$ cat config.mk
export PLATFORM = sky130hd
export DESIGN_NAME = cell_framer_flat
export DESIGN_NICKNAME = d
export VERILOG_FILES = /design/src/rtl/cell_framer_pkg.sv /design/src/rtl/cell_framer_if.sv /design/src/rtl/cell_framer_stat.sv /design/src/rtl/cell_framer.sv /design/src/flat_wrapper.sv
export SDC_FILE = /design/constraint.sdc
export NUM_CORES = 1
export LEC_CHECK = 0
export BUFFER_PORTS_ARGS = -buffer_cell sky130_fd_sc_hd__clkbuf_2
export CORE_ASPECT_RATIO = 1.5
export CORE_MARGIN = 3
export CORE_UTILIZATION = 54
export CTS_BUF_LIST = sky130_fd_sc_hd__clkbuf_4
export CTS_CLUSTER_SIZE = 20
export DETAILED_ROUTE_END_ITERATION = 7
export GPL_TIMING_DRIVEN = 0
export PLACE_DENSITY = 0.92
export SLEW_MARGIN = 20
export SYNTH_ARGS = -nofsm -noshare
export SYNTH_HDL_FRONTEND = slang
export SYNTH_SLANG_ARGS = --single-unit
$ cat constraint.sdc
create_clock -name clk -period 1.9 [get_ports clk]
set_input_delay 0.38 -clock clk [delete_from_list [all_inputs] [get_ports clk]]
set_output_delay 0.38 -clock clk [all_outputs]
set_load 0.03 [all_outputs]
$ cat src/rtl/cell_framer_pkg.sv
// Shared types for the cell framer: FSM state encoding, counter width and a
// counter step helper.
package cell_framer_pkg;

  typedef enum logic [1:0] {
    S_IDLE  = 2'd0,
    S_PASS  = 2'd1,
    S_DISC  = 2'd2,
    S_ABORT = 2'd3
  } state_t;

  localparam int CNT_W = 16;

  function automatic logic [CNT_W-1:0] cnt_add(input logic [CNT_W-1:0] c,
                                               input logic a,
                                               input logic b);
    return c + CNT_W'(a) + CNT_W'(b);
  endfunction

endpackage

$ cat src/rtl/cell_framer_if.sv
// Upstream beat stream and cell-FIFO write port of the cell framer.
// master = framer side, slave = source/FIFO side.
interface cell_framer_if #(
  parameter int DATA_SIZE = 36
);
  logic                 in_vld;
  logic                 in_rdy;
  logic                 in_sop;
  logic                 in_eop;
  logic                 in_err;
  logic [DATA_SIZE-1:0] in_data;
  logic                 wr_vld;
  logic [DATA_SIZE-1:0] wr_data;
  logic                 wr_eoc;
  logic                 wr_drop;
  logic                 wr_afull;

  modport master (
    input  in_vld, in_sop, in_eop, in_err, in_data, wr_afull,
    output in_rdy, wr_vld, wr_data, wr_eoc, wr_drop
  );

  modport slave (
    output in_vld, in_sop, in_eop, in_err, in_data, wr_afull,
    input  in_rdy, wr_vld, wr_data, wr_eoc, wr_drop
  );
endinterface

$ cat src/rtl/cell_framer_stat.sv
// Good-cell and dropped-cell counters of the cell framer, wrapping modulo 2**16.
module cell_framer_stat
  import cell_framer_pkg::*;
(
  input  logic             clk,
  input  logic             rst_n,
  input  logic             eoc,
  input  logic             drop,
  input  logic             afull_rej,
  output logic [CNT_W-1:0] cell_cnt,
  output logic [CNT_W-1:0] drop_cnt
);

  always_ff @(posedge clk or negedge rst_n) begin
    if (!rst_n) begin
      cell_cnt <= '0;
      drop_cnt <= '0;
    end else begin
      cell_cnt <= cnt_add(cell_cnt, eoc & ~drop, 1'b0);
      drop_cnt <= cnt_add(drop_cnt, eoc & drop, afull_rej);
    end
  end

endmodule

$ cat src/rtl/cell_framer.sv
// Cell framer: turns an sop/eop beat stream into length-bounded cells for a
// cell FIFO. Counters are built only when CELL_FRAMER_STAT_EN is defined.
//
//   state | meaning
//   IDLE  | between cells, waiting for an sop beat
//   PASS  | cell admitted, beats written to the FIFO
//   DISC  | discarding beats up to the next eop (afull at sop or oversize)
//   ABORT | one stall cycle replaying the held sop beat after a missing eop
module cell_framer
  import cell_framer_pkg::*;
#(
  parameter int DATA_SIZE = 36,
  parameter int MAX_LEN   = 16,
  parameter int MIN_LEN   = 1,
  parameter int LEN_W     = 8
) (
  input  logic             clk,
  input  logic             rst_n,
  cell_framer_if.master    bus,
  output logic             oversize,
  output logic             orphan,
  output logic [CNT_W-1:0] cell_cnt,
  output logic [CNT_W-1:0] drop_cnt
);

  localparam logic [LEN_W-1:0] MAX_L   = LEN_W'(MAX_LEN);
  localparam logic [LEN_W-1:0] MIN_L   = LEN_W'(MIN_LEN);
  localparam logic             SHORT_1 = (MIN_LEN > 1);
  localparam logic             ONE_MAX = (MAX_LEN <= 1);

  state_t               state, state_d;
  logic [LEN_W-1:0]     len, len_d, len_inc;
  logic                 err_acc, err_d;
  logic [DATA_SIZE-1:0] hold_data, hold_data_d;
  logic                 hold_eop, hold_eop_d;
  logic                 hold_err, hold_err_d;

  logic                 acc;
  logic                 start;
  logic [DATA_SIZE-1:0] src_data;
  logic                 src_eop, src_err;

  logic                 wr_vld_d, wr_eoc_d, wr_drop_d;
  logic [DATA_SIZE-1:0] wr_data_d;
  logic                 oversize_d, orphan_d, afull_rej_d, in_rdy_d;

  assign acc     = bus.in_vld & bus.in_rdy;
  assign len_inc = (len >= MAX_L) ? MAX_L : len + LEN_W'(1);

  always_comb begin
    state_d     = state;
    len_d       = len;
    err_d       = err_acc;
    hold_data_d = hold_data;
    hold_eop_d  = hold_eop;
    hold_err_d  = hold_err;
    wr_vld_d    = 1'b0;
    wr_data_d   = '0;
    wr_eoc_d    = 1'b0;
    wr_drop_d   = 1'b0;
    oversize_d  = 1'b0;
    orphan_d    = 1'b0;
    afull_rej_d = 1'b0;
    start       = 1'b0;
    src_data    = bus.in_data;
    src_eop     = bus.in_eop;
    src_err     = bus.in_err;

    case (state)
      S_IDLE: begin
        if (acc) begin
          if (bus.in_sop) start    = 1'b1;
          else            orphan_d = 1'b1;
        end
      end
      S_DISC: begin
        if (acc) begin
          if (bus.in_sop)      start   = 1'b1;
          else if (bus.in_eop) state_d = S_IDLE;
        end
      end
      S_ABORT: begin
        start    = 1'b1;
        src_data = hold_data;
        src_eop  = hold_eop;
        src_err  = hold_err;
      end
      S_PASS: begin
        if (acc) begin
          if (bus.in_sop) begin
            // Missing eop: close the open cell with a dropped filler beat and
            // replay this sop beat from the hold register next cycle.
            wr_vld_d    = 1'b1;
            wr_eoc_d    = 1'b1;
            wr_drop_d   = 1'b1;
            hold_data_d = bus.in_data;
            hold_eop_d  = bus.in_eop;
            hold_err_d  = bus.in_err;
            state_d     = S_ABORT;
          end else begin
            wr_vld_d  = 1'b1;
            wr_data_d = bus.in_data;
            len_d     = len_inc;
            err_d     = err_acc | bus.in_err;
            if (bus.in_eop) begin
              wr_eoc_d  = 1'b1;
              wr_drop_d = err_acc | bus.in_err | (len_inc < MIN_L);
              state_d   = S_IDLE;
            end else if (len_inc >= MAX_L) begin
              wr_eoc_d   = 1'b1;
              wr_drop_d  = 1'b1;
              oversize_d = 1'b1;
              state_d    = S_DISC;
            end
          end
        end
      end
      default: state_d = S_IDLE;
    endcase

    // Cell start; wr_afull is looked at only here so admitted cells complete.
    if (start) begin
      if (bus.wr_afull) begin
        afull_rej_d = 1'b1;
        state_d     = src_eop ? S_IDLE : S_DISC;
      end else begin
        wr_vld_d  = 1'b1;
        wr_data_d = src_data;
        len_d     = LEN_W'(1);
        err_d     = src_err;
        if (src_eop) begin
          wr_eoc_d  = 1'b1;
          wr_drop_d = src_err | SHORT_1;
          state_d   = S_IDLE;
        end else if (ONE_MAX) begin
          wr_eoc_d   = 1'b1;
          wr_drop_d  = 1'b1;
          oversize_d = 1'b1;
          state_d    = S_DISC;
        end else begin
          state_d = S_PASS;
        end
      end
    end

    in_rdy_d = (state_d != S_ABORT);
  end

  always_ff @(posedge clk or negedge rst_n) begin
    if (!rst_n) begin
      state       <= S_IDLE;
      len         <= '0;
      err_acc     <= 1'b0;
      hold_data   <= '0;
      hold_eop    <= 1'b0;
      hold_err    <= 1'b0;
      bus.in_rdy  <= 1'b0;
      bus.wr_vld  <= 1'b0;
      bus.wr_data <= '0;
      bus.wr_eoc  <= 1'b0;
      bus.wr_drop <= 1'b0;
      oversize    <= 1'b0;
      orphan      <= 1'b0;
    end else begin
      state       <= state_d;
      len         <= len_d;
      err_acc     <= err_d;
      hold_data   <= hold_data_d;
      hold_eop    <= hold_eop_d;
      hold_err    <= hold_err_d;
      bus.in_rdy  <= in_rdy_d;
      bus.wr_vld  <= wr_vld_d;
      bus.wr_data <= wr_data_d;
      bus.wr_eoc  <= wr_eoc_d;
      bus.wr_drop <= wr_drop_d;
      oversize    <= oversize_d;
      orphan      <= orphan_d;
    end
  end

`ifdef CELL_FRAMER_STAT_EN
  cell_framer_stat u_stat (
    .clk       (clk),
    .rst_n     (rst_n),
    .eoc       (wr_vld_d & wr_eoc_d),
    .drop      (wr_drop_d),
    .afull_rej (afull_rej_d),
    .cell_cnt  (cell_cnt),
    .drop_cnt  (drop_cnt)
  );
`else
  logic stat_unused;
  assign stat_unused = afull_rej_d;
  assign cell_cnt    = '0;
  assign drop_cnt    = '0;
`endif

endmodule

$ cat src/flat_wrapper.sv
// flat-port wrapper written by rule: the top's interface ports become plain ports
module cell_framer_flat import cell_framer_pkg::*;
#(
  parameter int DATA_SIZE = 36,
  parameter int MAX_LEN   = 16,
  parameter int MIN_LEN   = 1,
  parameter int LEN_W     = 8
)
  (clk, rst_n, oversize, orphan, cell_cnt, drop_cnt, bus_in_vld, bus_in_sop, bus_in_eop, bus_in_err, bus_in_data, bus_wr_afull, bus_in_rdy, bus_wr_vld, bus_wr_data, bus_wr_eoc, bus_wr_drop);
  cell_framer_if #(.DATA_SIZE(DATA_SIZE)) bus_i ();
  input  logic clk;
  input  logic rst_n;
  output logic oversize;
  output logic orphan;
  output logic [CNT_W-1:0] cell_cnt;
  output logic [CNT_W-1:0] drop_cnt;
  input wire logic [$bits(bus_i.in_vld)-1:0] bus_in_vld;
  input wire logic [$bits(bus_i.in_sop)-1:0] bus_in_sop;
  input wire logic [$bits(bus_i.in_eop)-1:0] bus_in_eop;
  input wire logic [$bits(bus_i.in_err)-1:0] bus_in_err;
  input wire logic [$bits(bus_i.in_data)-1:0] bus_in_data;
  input wire logic [$bits(bus_i.wr_afull)-1:0] bus_wr_afull;
  output wire logic [$bits(bus_i.in_rdy)-1:0] bus_in_rdy;
  output wire logic [$bits(bus_i.wr_vld)-1:0] bus_wr_vld;
  output wire logic [$bits(bus_i.wr_data)-1:0] bus_wr_data;
  output wire logic [$bits(bus_i.wr_eoc)-1:0] bus_wr_eoc;
  output wire logic [$bits(bus_i.wr_drop)-1:0] bus_wr_drop;
  assign bus_i.in_vld = bus_in_vld;
  assign bus_i.in_sop = bus_in_sop;
  assign bus_i.in_eop = bus_in_eop;
  assign bus_i.in_err = bus_in_err;
  assign bus_i.in_data = bus_in_data;
  assign bus_i.wr_afull = bus_wr_afull;
  assign bus_in_rdy = bus_i.in_rdy;
  assign bus_wr_vld = bus_i.wr_vld;
  assign bus_wr_data = bus_i.wr_data;
  assign bus_wr_eoc = bus_i.wr_eoc;
  assign bus_wr_drop = bus_i.wr_drop;
  cell_framer #(.DATA_SIZE(DATA_SIZE), .MAX_LEN(MAX_LEN), .MIN_LEN(MIN_LEN), .LEN_W(LEN_W)) u_core (.clk(clk), .rst_n(rst_n), .bus(bus_i), .oversize(oversize), .orphan(orphan), .cell_cnt(cell_cnt), .drop_cnt(drop_cnt));
endmodule
==> summary.md, run 1 <==
| Metric | Value |
|---|---|
| DPL Wire Length | 6040 µm |
| Largest net degree at the start of global routing | 92 |
| CP arrival | 2.23 ns |
| Final net count | 548 |
| Worst Path Max Fanout | 10 |
| Relative slew slack | 54.0% |
| Drt pass-1 iters | 4 |
| Share of layout cells above drive strength 1 | 40.5% |
| Clk_lat worst skew | 0.45 ns |
| Pwr dens | 1150 nW/µm² |
| Gate Count Post-Synth | 369 |
| First-pass GRT wire length | 14100 µm |
| Htree depth | 3 |
| Buf/Inv on CP | 2 |
| Sequential cell area | 2280 µm² |
| Min cycle time layout | 1.86 ns |
| Diode count | 0 |
| Placed Area | 4680 µm² |
| Largest stage delay on the critical path | 0.47 ns |
| Yosys Warn Count | 0 |
| Fraction of the mapped netlist area in simple logic gates | 12.2% |
| Max cap viols | 0 |
| Worst-path cell chain | nand4b_1, a21oi_2, and2_1, clkbuf_4, buf_4, nand2_1, a21oi_1 |
| Largest family of logic cells by synthesized area | simple AND/OR/NAND/NOR gates |
| CTS tree | done |
| Synth Area in XOR/XNOR | 0.436% |
| Per-cell routed wire length | 14.4 µm |
| Synth Area in Compound Gates | 8.91% |
| Syn-to-layout area delta | 22.8% |
| Post-synthesis adder-cell area fraction | 1.87% |
| Peak VDD IR | 0.613 mV |
| Worst Path Required | 2.27 ns |
| Startpoint types | register |
| Area of the multi-input gates | 1550 µm² |
| Overall via count from detail_route | 3023 |
| Highest Clock Rate | 0.538 GHz |
| # rows | 37 |
| I/O Buffers | 83 |
| Initial antenna violation count | 0 |
| Unrepaired setup endpoints after global routing | true |
| Post-Syn Area | 4020 µm² |
| Leak | 0.00260 µW |
| Top Ports | 117 |
| Die Wd | 76.4 µm |
| Number of global-route vias before repair | 3082 |
| Max Clock Skew | 0.0132 ns |
| Total track usage | 20.8% |
| Number of remaining DRC errors | 0 |
| Status | complete, no violations |
| Post-synth cell types | 42 |
| Period utilization | 97.8% |
| Core box area | 7040 µm² |
| Critical path depth | 7 |
| Slowest cell on the critical path | dfrtp_2 |
| Grt ovf | 0 |
| TritonCTS buffer count | 9 |
| Sequential area share after synthesis | 56.7% |
| Post-Layout Inst Area | 4930 µm² |
| CTS root buf | clkbuf_4 |
| Drt initial violations | 211 |
| Clock tree sinks | 91 |
| Hold WS | 0.143 ns |
| Final Core Density | 70.1% |
| Min-Delay Path Class | input pin to register |
| Initial Utilization | 57.1% |
| Worst reg2reg path depth | 7 |
| Filler cells | 530 |
| Area of the die | 8530 µm² |
| Max-slew violation count | 0 |
| Die Y | 112 µm |
| Final Hold Fails | 0 |
| Clk slew on worst S/H paths | 0.14 ns |
| Synth Register Bits | 91 |
| GPL Wtd Cong | 0.836 |
| DR vias/cell | 5.03 |
| Final setup fails | 0 |
| Worst setup EP type | register |
| DRT Wirelength | 8670 µm |
| Clk buf depth | 2 |
| CP top delay family | simple AND/OR/NAND/NOR gates |
| Worst-margin pin slew | 0.691 ns |
| WS Path Type | register to register |
| Detail Route Antenna Nets | 0 |
| Hold depth | 3 |
| Syn avg cell area | 10.9 µm² |
| Post-synthesis mux area share | 11.2% |
[path summary, 6_finish.rpt]
path | to | slack, ns | from
min in group asynchronous | u_core.hold_err | 0.55 | rst_n
worst max register to register | u_core.bus.wr_data[26] | 0.04 | u_core.state[0]
worst min-delay path | u_core.bus.wr_data[0] | 0.14 | bus_in_data[0]
worst max-delay path | u_core.bus.wr_data[26] | 0.04 | u_core.state[0]
worst min register to register | u_core.bus.wr_data[24] | 0.51 | u_core.hold_data[24]
max in group asynchronous | u_core.state[0] | 0.87 | rst_n
[placed cells by master (no fill, tap or decap), types with 2 or more instances in the layout]
cell type	Yosys	routed
buf_2	8	4
conb_1	1	32
dfrtp_1	91	88
clkbuf_1	10	3
mux2i_1	2	2
a21oi_2	0	4
nand2_1	79	79
a211oi_1	3	3
ha_1	6	5
and2_1	3	3
buf_4	32	40
clkinv_1	0	2
nor3_1	4	4
nor2b_1	2	2
dfrtp_2	0	3
nand4b_1	2	2
o21ai_0	3	2
o31ai_2	0	2
clkbuf_2	0	86
nor2_1	10	9
buf_6	0	2
clkbuf_4	0	12
inv_1	7	7
mux2_2	38	38
clkinv_2	0	2
a21oi_1	41	37
[report_power, final]
group | switching (µW) | internal (µW)
Combinational | 1010 | 790
Clock | 630 | 406
Sequential | 310 | 2520
[metrics by stage]
step / power, µW / setup TNS (ns) / cells / setup slack (ns)
6_report: 5660 / 0 / 601 / 0.0427
5_1_grt: 5980 / -0.464 / 601 / -0.0600
4_1_cts: 5610 / -0.0200 / 598 / -0.0200
3_5_place_dp: 4550 / -8.12 / 580 / -0.358
3_3_place_gp: 4430 / -49.36 / 580 / -0.474
2_1_floorplan: 4050 / 0 / 400 / 0.144
[area by class of cell]
cell class | instances | area share [%]
clock buffer | 10 | 1.52
multi-input combinational | 251 | 31.4
inverter | 7 | 0.533
tap | 97 | 2.46
sequential | 91 | 46.2
clock inverter | 6 | 1.14
buffer | 49 | 6.90
timing repair buffer | 90 | 9.79
[metal layers]
layer / track usage [%] / part of all wire, % / vias up
met3: 5.83 / 5.4 / 21
met4: 10.6 / 2.8 / 0
li1: - / - / 1434
met1: 22.4 / 38 / 1470
met5: 0 / 0 / -
met2: 37.1 / 54 / 98
[sequential cells by signal, summed over array words and instances, names as in the netlist]
| name | cells |
|---|---|
| u_core.bus.wr_data | 36 |
| u_core.orphan | 1 |
| u_core.len | 8 |
| u_core.hold_eop | 1 |
| u_core.state | 2 |
| u_core.hold_err | 1 |
| u_core.err_acc | 1 |
| u_core.bus.wr_eoc | 1 |
| u_core.hold_data | 36 |
| u_core.oversize | 1 |
| u_core.bus.wr_drop | 1 |
| u_core.bus.in_rdy | 1 |
| u_core.bus.wr_vld | 1 |
[synthesized netlist by cell type (all sizes together)]
library cell | instances | share of area (%)
dfrtp | 91 | 57
nand2 | 79 | 7.4
a21oi | 41 | 5.1
buf | 41 | 7.1
mux2 | 38 | 11
clkbuf | 10 | 0.93
nor2 | 10 | 0.93
inv | 7 | 0.65
ha | 6 | 1.9
and2 | 4 | 0.65
nor3 | 4 | 0.50
a211oi | 3 | 0.56
o21ai | 3 | 0.37
mux2i | 2 | 0.50
nand3 | 2 | 0.25
nand4b | 2 | 0.44
nor2b | 2 | 0.31
o31ai | 2 | 0.37
or2 | 2 | 0.31
a2111oi | 1 | 0.25
a211o | 1 | 0.22
a21boi | 1 | 0.19
a221o | 1 | 0.25
a22o | 1 | 0.22
a22oi | 1 | 0.19
a2bb2oi | 1 | 0.22
a311o | 1 | 0.25
a31oi | 1 | 0.53
and4b | 1 | 0.25
conb | 1 | 0.093
nand2b | 1 | 0.16
nand3b | 1 | 0.19
nand4 | 1 | 0.16
nor3b | 1 | 0.19
nor4 | 1 | 0.16
o21a | 1 | 0.19
or4 | 1 | 0.28
xnor2 | 1 | 0.22
xor2 | 1 | 0.22
[cells by family after synthesis]
| family | after synthesis |
|---|---|
| AO/OA/AOI/OAI | 59 |
| XOR/XNOR | 2 |
| adder cells (fa/ha/maj) | 6 |
| buffers and inverters | 58 |
| flip-flops | 91 |
| multiplexers | 40 |
| other | 1 |
| AND/OR/NAND/NOR | 112 |
[repair_timing]
item | CTS | global route
pin swaps | 0 | 5
setup endpoints to repair | 65 | 54
hold buffers | 1 | 0
hold endpoints to repair | 68 | 0
resized for setup | 13 | 21
cloned | 0 | 0
buffers inserted | 3 | 3
[worst register-to-register path: cells and delay by family, from the launching register on]
family,cells,cell delay [ns]
flip-flops,1,0.47
buffers and inverters,2,0.40
AND/OR/NAND/NOR,3,0.51
AO/OA/AOI/OAI,2,0.41
No activity file was read; power rests on OpenSTA's default activity.
==> inputs of run 2 (changes only) <==
CORE_UTILIZATION = 53   (was 54)
HOLD_SLACK_MARGIN = 0.15   (was default)
PLACE_DENSITY = 0.91   (was 0.92)
SYNTH_HIERARCHICAL = 1   (was default)
==> run 2 against run 1 <==
Synthesized cell count is 20% lower; global-route usage is 0.078 points lower; routed wire length is 0.59% higher; via count is 7.5% lower; cell area is 5.6% higher; count of clock-buffer cells in the layout is 1 lower; register-to-register slack hardly changed; flip-flop and latch count stayed put; critical path depth stayed put; largest cell class unchanged; highest routed layer unchanged.
==> summary.md, run 2 <==
| Metric | Value |
|---|---|
| Status | complete, no violations |
| Unrepaired setup endpoints after global routing | true |
| Sw Pwr | 1970 µW (+1.1%) |
| Launching point of the worst reg2reg path | u_core/state[0] |
| Clock tree sinks | 91 (unchanged) |
| Clk_lat worst skew | 0.43 ns (-0.02 ns) |
| Detail Route Antenna Nets | 0 (unchanged) |
| Routed wl met2 | 4770 µm (+2.2%) |
| Drt pass-1 iters | 4 (unchanged) |
| Max Used Layer | met4 |
| Worst setup EP type | register |
| Min-delay src | bus_in_data[0] |
| Share of layout cells above drive strength 1 | 45.3% (+4.8 points) |
| Sequential share of power | 47.6% (-2.3 points) |
| CTS tree | done |
| Final Core Density | 74.5% (+4.4 points) |
| Relative slew slack | 54.5% (+0.54 points) |
| Pwr dens | 1140 nW/µm² (-0.81%) |
| Startpoint types | register |
| Post-synth ARST share | 100% (unchanged) |
| Biggest regs | u_core/bus.wr_data (36), u_core/hold_data (36), u_core/len (8) |
| Sequential cell area | 2280 µm² (about the same) |
| Post-Syn Area | 3910 µm² (-2.6%) |
| Max-slew violation count | 0 (unchanged) |
| CTS root buf | clkbuf_4 |
| Max cap viols | 0 (unchanged) |
| Core box area | 6990 µm² (-0.66%) |
| Highest Clock Rate | 0.542 GHz (+0.66%) |
| Largest net degree at the start of global routing | 92 (unchanged) |
| Syn-to-layout area delta | 33.2% |
| Area of the multi-input gates | 1450 µm² (-6.5%) |
| Drt initial violations | 142 (-33%) |
| DRT Wirelength | 8720 µm (+0.59%) |
| Cells after DPL | 506 (-13%) |
| Overall via count from detail_route | 2795 (-7.5%) |
| Total track usage | 20.8% (-0.078 points) |
| First-pass GRT wire length | 13800 µm (-2.0%) |
| Clk buf depth | 2 (unchanged) |
| Syn avg cell area | 13.3 µm² (+22%) |
| Worst slack at placement | -0.353 ns (+0.00448 ns) |
| Gate Count Post-Synth | 295 (-20%) |
| Initial Utilization | 55.9% (-1.1 points) |
| Worst Path Required | 2.23 ns (-0.04 ns) |
| Leak | 0.00275 µW (+5.7%) |
| TritonCTS buffer count | 9 (unchanged) |
| Most common cell after layout, fill and taps aside | dfrtp_1 |
| Synth cell count leaders | dfrtp_1, mux2_2, a22o_1 |
| Sequential area share after synthesis | 58.2% (+1.5 points) |
| Top FF cell, synth | dfrtp_1 |
| Clk network pwr share | 19.4% (+1.1 points) |
| Cell Int Power | 3960 µW (+6.6%) |
| Top Ports | 117 (unchanged) |
| Final setup fails | 0 (unchanged) |
| Worst Path Max Fanout | 10 (unchanged) |
| Final net count | 512 (-6.6%) |
| Grt ovf | 0 (unchanged) |
| Synth area leaders | dfrtp_1, mux2_2, a22o_1 |
| Cell accounting for the most synthesized area | dfrtp_1 |
| Per-cell routed wire length | 15.4 µm (+6.8%) |
| Peak VDD IR | 0.656 mV (+7.0%) |
| Synth Register Bits | 91 (unchanged) |
| Filler cells | 458 (-14%) |
| Post-Layout Inst Area | 5210 µm² (+5.6%) |
| CP arrival | 2.17 ns (-0.06 ns) |
| Wl on met1 | 3170 µm (-3.5%) |
| I/O Buffers | 83 (unchanged) |
| Min cycle time layout | 1.85 ns (-0.0122 ns) |
| Number of remaining DRC errors | 0 (unchanged) |
| Final Hold Fails | 0 (unchanged) |
| Most frequent cells in the layout | dfrtp_1, clkbuf_2, buf_4 |
| Post-synth cell types | 43 (+2.4%) |
| Min-Delay Path Class | input pin to register |
| Htree depth | 3 (unchanged) |
| Max Clock Skew | 0.0106 ns (-0.00256 ns) |
| Post-synth EDFFs | 0 (unchanged) |
| Area of the die | 8470 µm² (-0.73%) |
| Die Y | 111 µm (-0.37%) |
| Final setup margin | 0.0549 ns (+0.0122 ns) |
| DR vias/cell | 4.94 (-1.8%) |
| Yosys Warn Count | 6 (+6) |
| Overall power | 5930 µW (+4.7%) |
| DPL Wire Length | 5620 µm (-7.0%) |
| Combinational power share | 32.9% (+1.1 points) |
| GPL Wtd Cong | 0.849 (+1.6%) |
| Period utilization | 97.1% (-0.64 points) |
| Placed Area | 4570 µm² (-2.2%) |
| Die Wd | 76.1 µm (-0.36%) |
| WS Path Type | register to register |
| # rows | 37 (unchanged) |
| Yosys top cell area share | 58.2% (+1.5 points) |
| Switch share | 33.2% (-1.2 points) |
| Worst-margin pin slew | 0.683 ns (-0.00803 ns) |
| Count leader, synth | dfrtp_1 |
| Clk slew on worst S/H paths | 0.13 ns (about the same) |
| Number of global-route vias before repair | 2932 (-4.9%) |
| Crit path from | u_core/state[0] |
| Metal3 WL | 457 µm (-2.4%) |
| Number of non-filler instances in the completed layout | 566 (-5.8%) |
| Initial antenna violation count | 1 (+1) |
==> run 2: cell count changes after synthesis, moves of 3 or more <==
cell,before,now
a211oi_1,3,0
a21oi_1,41,4
buf_6,0,5
clkbuf_1,10,5
a22o_1,1,36
buf_2,8,5
and2_1,3,7
a21o_1,0,3
nand2_1,79,9
==> run 2: path summary, 6_finish.rpt <==
kind | end | slack, ns | cells after the start
setup / recovery | u_core/bus.wr_data[11] | 0.05 | 7
hold / removal | u_core/bus.wr_data[0] | 0.18 | 2
setup reg to reg | u_core/bus.wr_data[11] | 0.05 | 7
hold reg to reg | u_core/len[5] | 0.50 | 1
max in group asynchronous | u_core/state[1] | 0.88 | 2
min in group asynchronous | u_core/bus.wr_data[9] | 0.53 | 2
==> run 2: worst max-delay path: stages (launching register included) <==
cell	delay, ns
dfrtp_2	0.50
and2_4	0.20
a31oi_4	0.19
nor2_2	0.06
and2_1	0.15
buf_2	0.17
buf_2	0.21
a22o_1	0.27
==> run 2: cell families (layout without fill, tap and decap cells) <==
logic type / after synthesis / after routing / share of synthesized area [%]
flip-flops: 91 / 91 / 58.2
AO/OA/AOI/OAI: 58 / 58 / 12.0
buffers and inverters: 52 / 193 / 9.18
AND/OR/NAND/NOR: 44 / 44 / 6.05
multiplexers: 41 / 42 / 12.0
adder cells (fa/ha/maj): 6 / 6 / 1.92
XOR/XNOR: 2 / 2 / 0.448
other: 1 / 33 / 0.0959
==> run 2: stage by stage <==
stage | hold slack (ns) | TNS [ns]
after floorplan | 0.0844 | 0
after global placement | 0.471 | -56.65
after detailed placement | 0.475 | -13.33
after CTS | 0.150 | 0
after global routing | 0.152 | -0.395
final | 0.182 | 0
==> run 2: final cells by class <==
| type | count | area share [%] |
|---|---|---|
| Multi-Input combinational cell | 184 | 27.8 |
| Inverter | 5 | 0.409 |
| Clock buffer | 9 | 1.30 |
| Antenna cell | 1 | 0.0481 |
| Clock inverter | 7 | 1.78 |
| Tap cell | 97 | 2.33 |
| Buffer | 47 | 6.99 |
| Timing Repair Buffer | 125 | 15.5 |
| Sequential cell | 91 | 43.8 |
==> run 2: what timing repair did <==
action | in CTS | in global routing
cloned | 0 | 4
resized for setup | 13 | 18
endpoints found under the hold margin | 118 | 4
endpoints found under the setup margin | 68 | 74
pin swaps | 0 | 1
buffers inserted | 4 | 5
hold buffers | 27 | 4
==> run 2: power groups by stage <==
stage | combinational [µW] | clock [µW] | sequential [µW]
2_1_floorplan | 1070 | 0 | 3030
3_3_place_gp | 1670 | 0 | 2790
3_5_place_dp | 1750 | 0 | 2840
4_1_cts | 1850 | 1190 | 2800
5_1_grt | 2110 | 1270 | 2880
6_report | 1950 | 1150 | 2820
==> run 2: per-layer routing <==
| metal | vias to the layer above | track usage [%] |
|---|---|---|
| li1 | 1321 | - |
| met1 | 1338 | 23.1 |
| met2 | 107 | 35.7 |
| met3 | 29 | 5.93 |
| met4 | 0 | 11.2 |
| met5 | - | 0 |
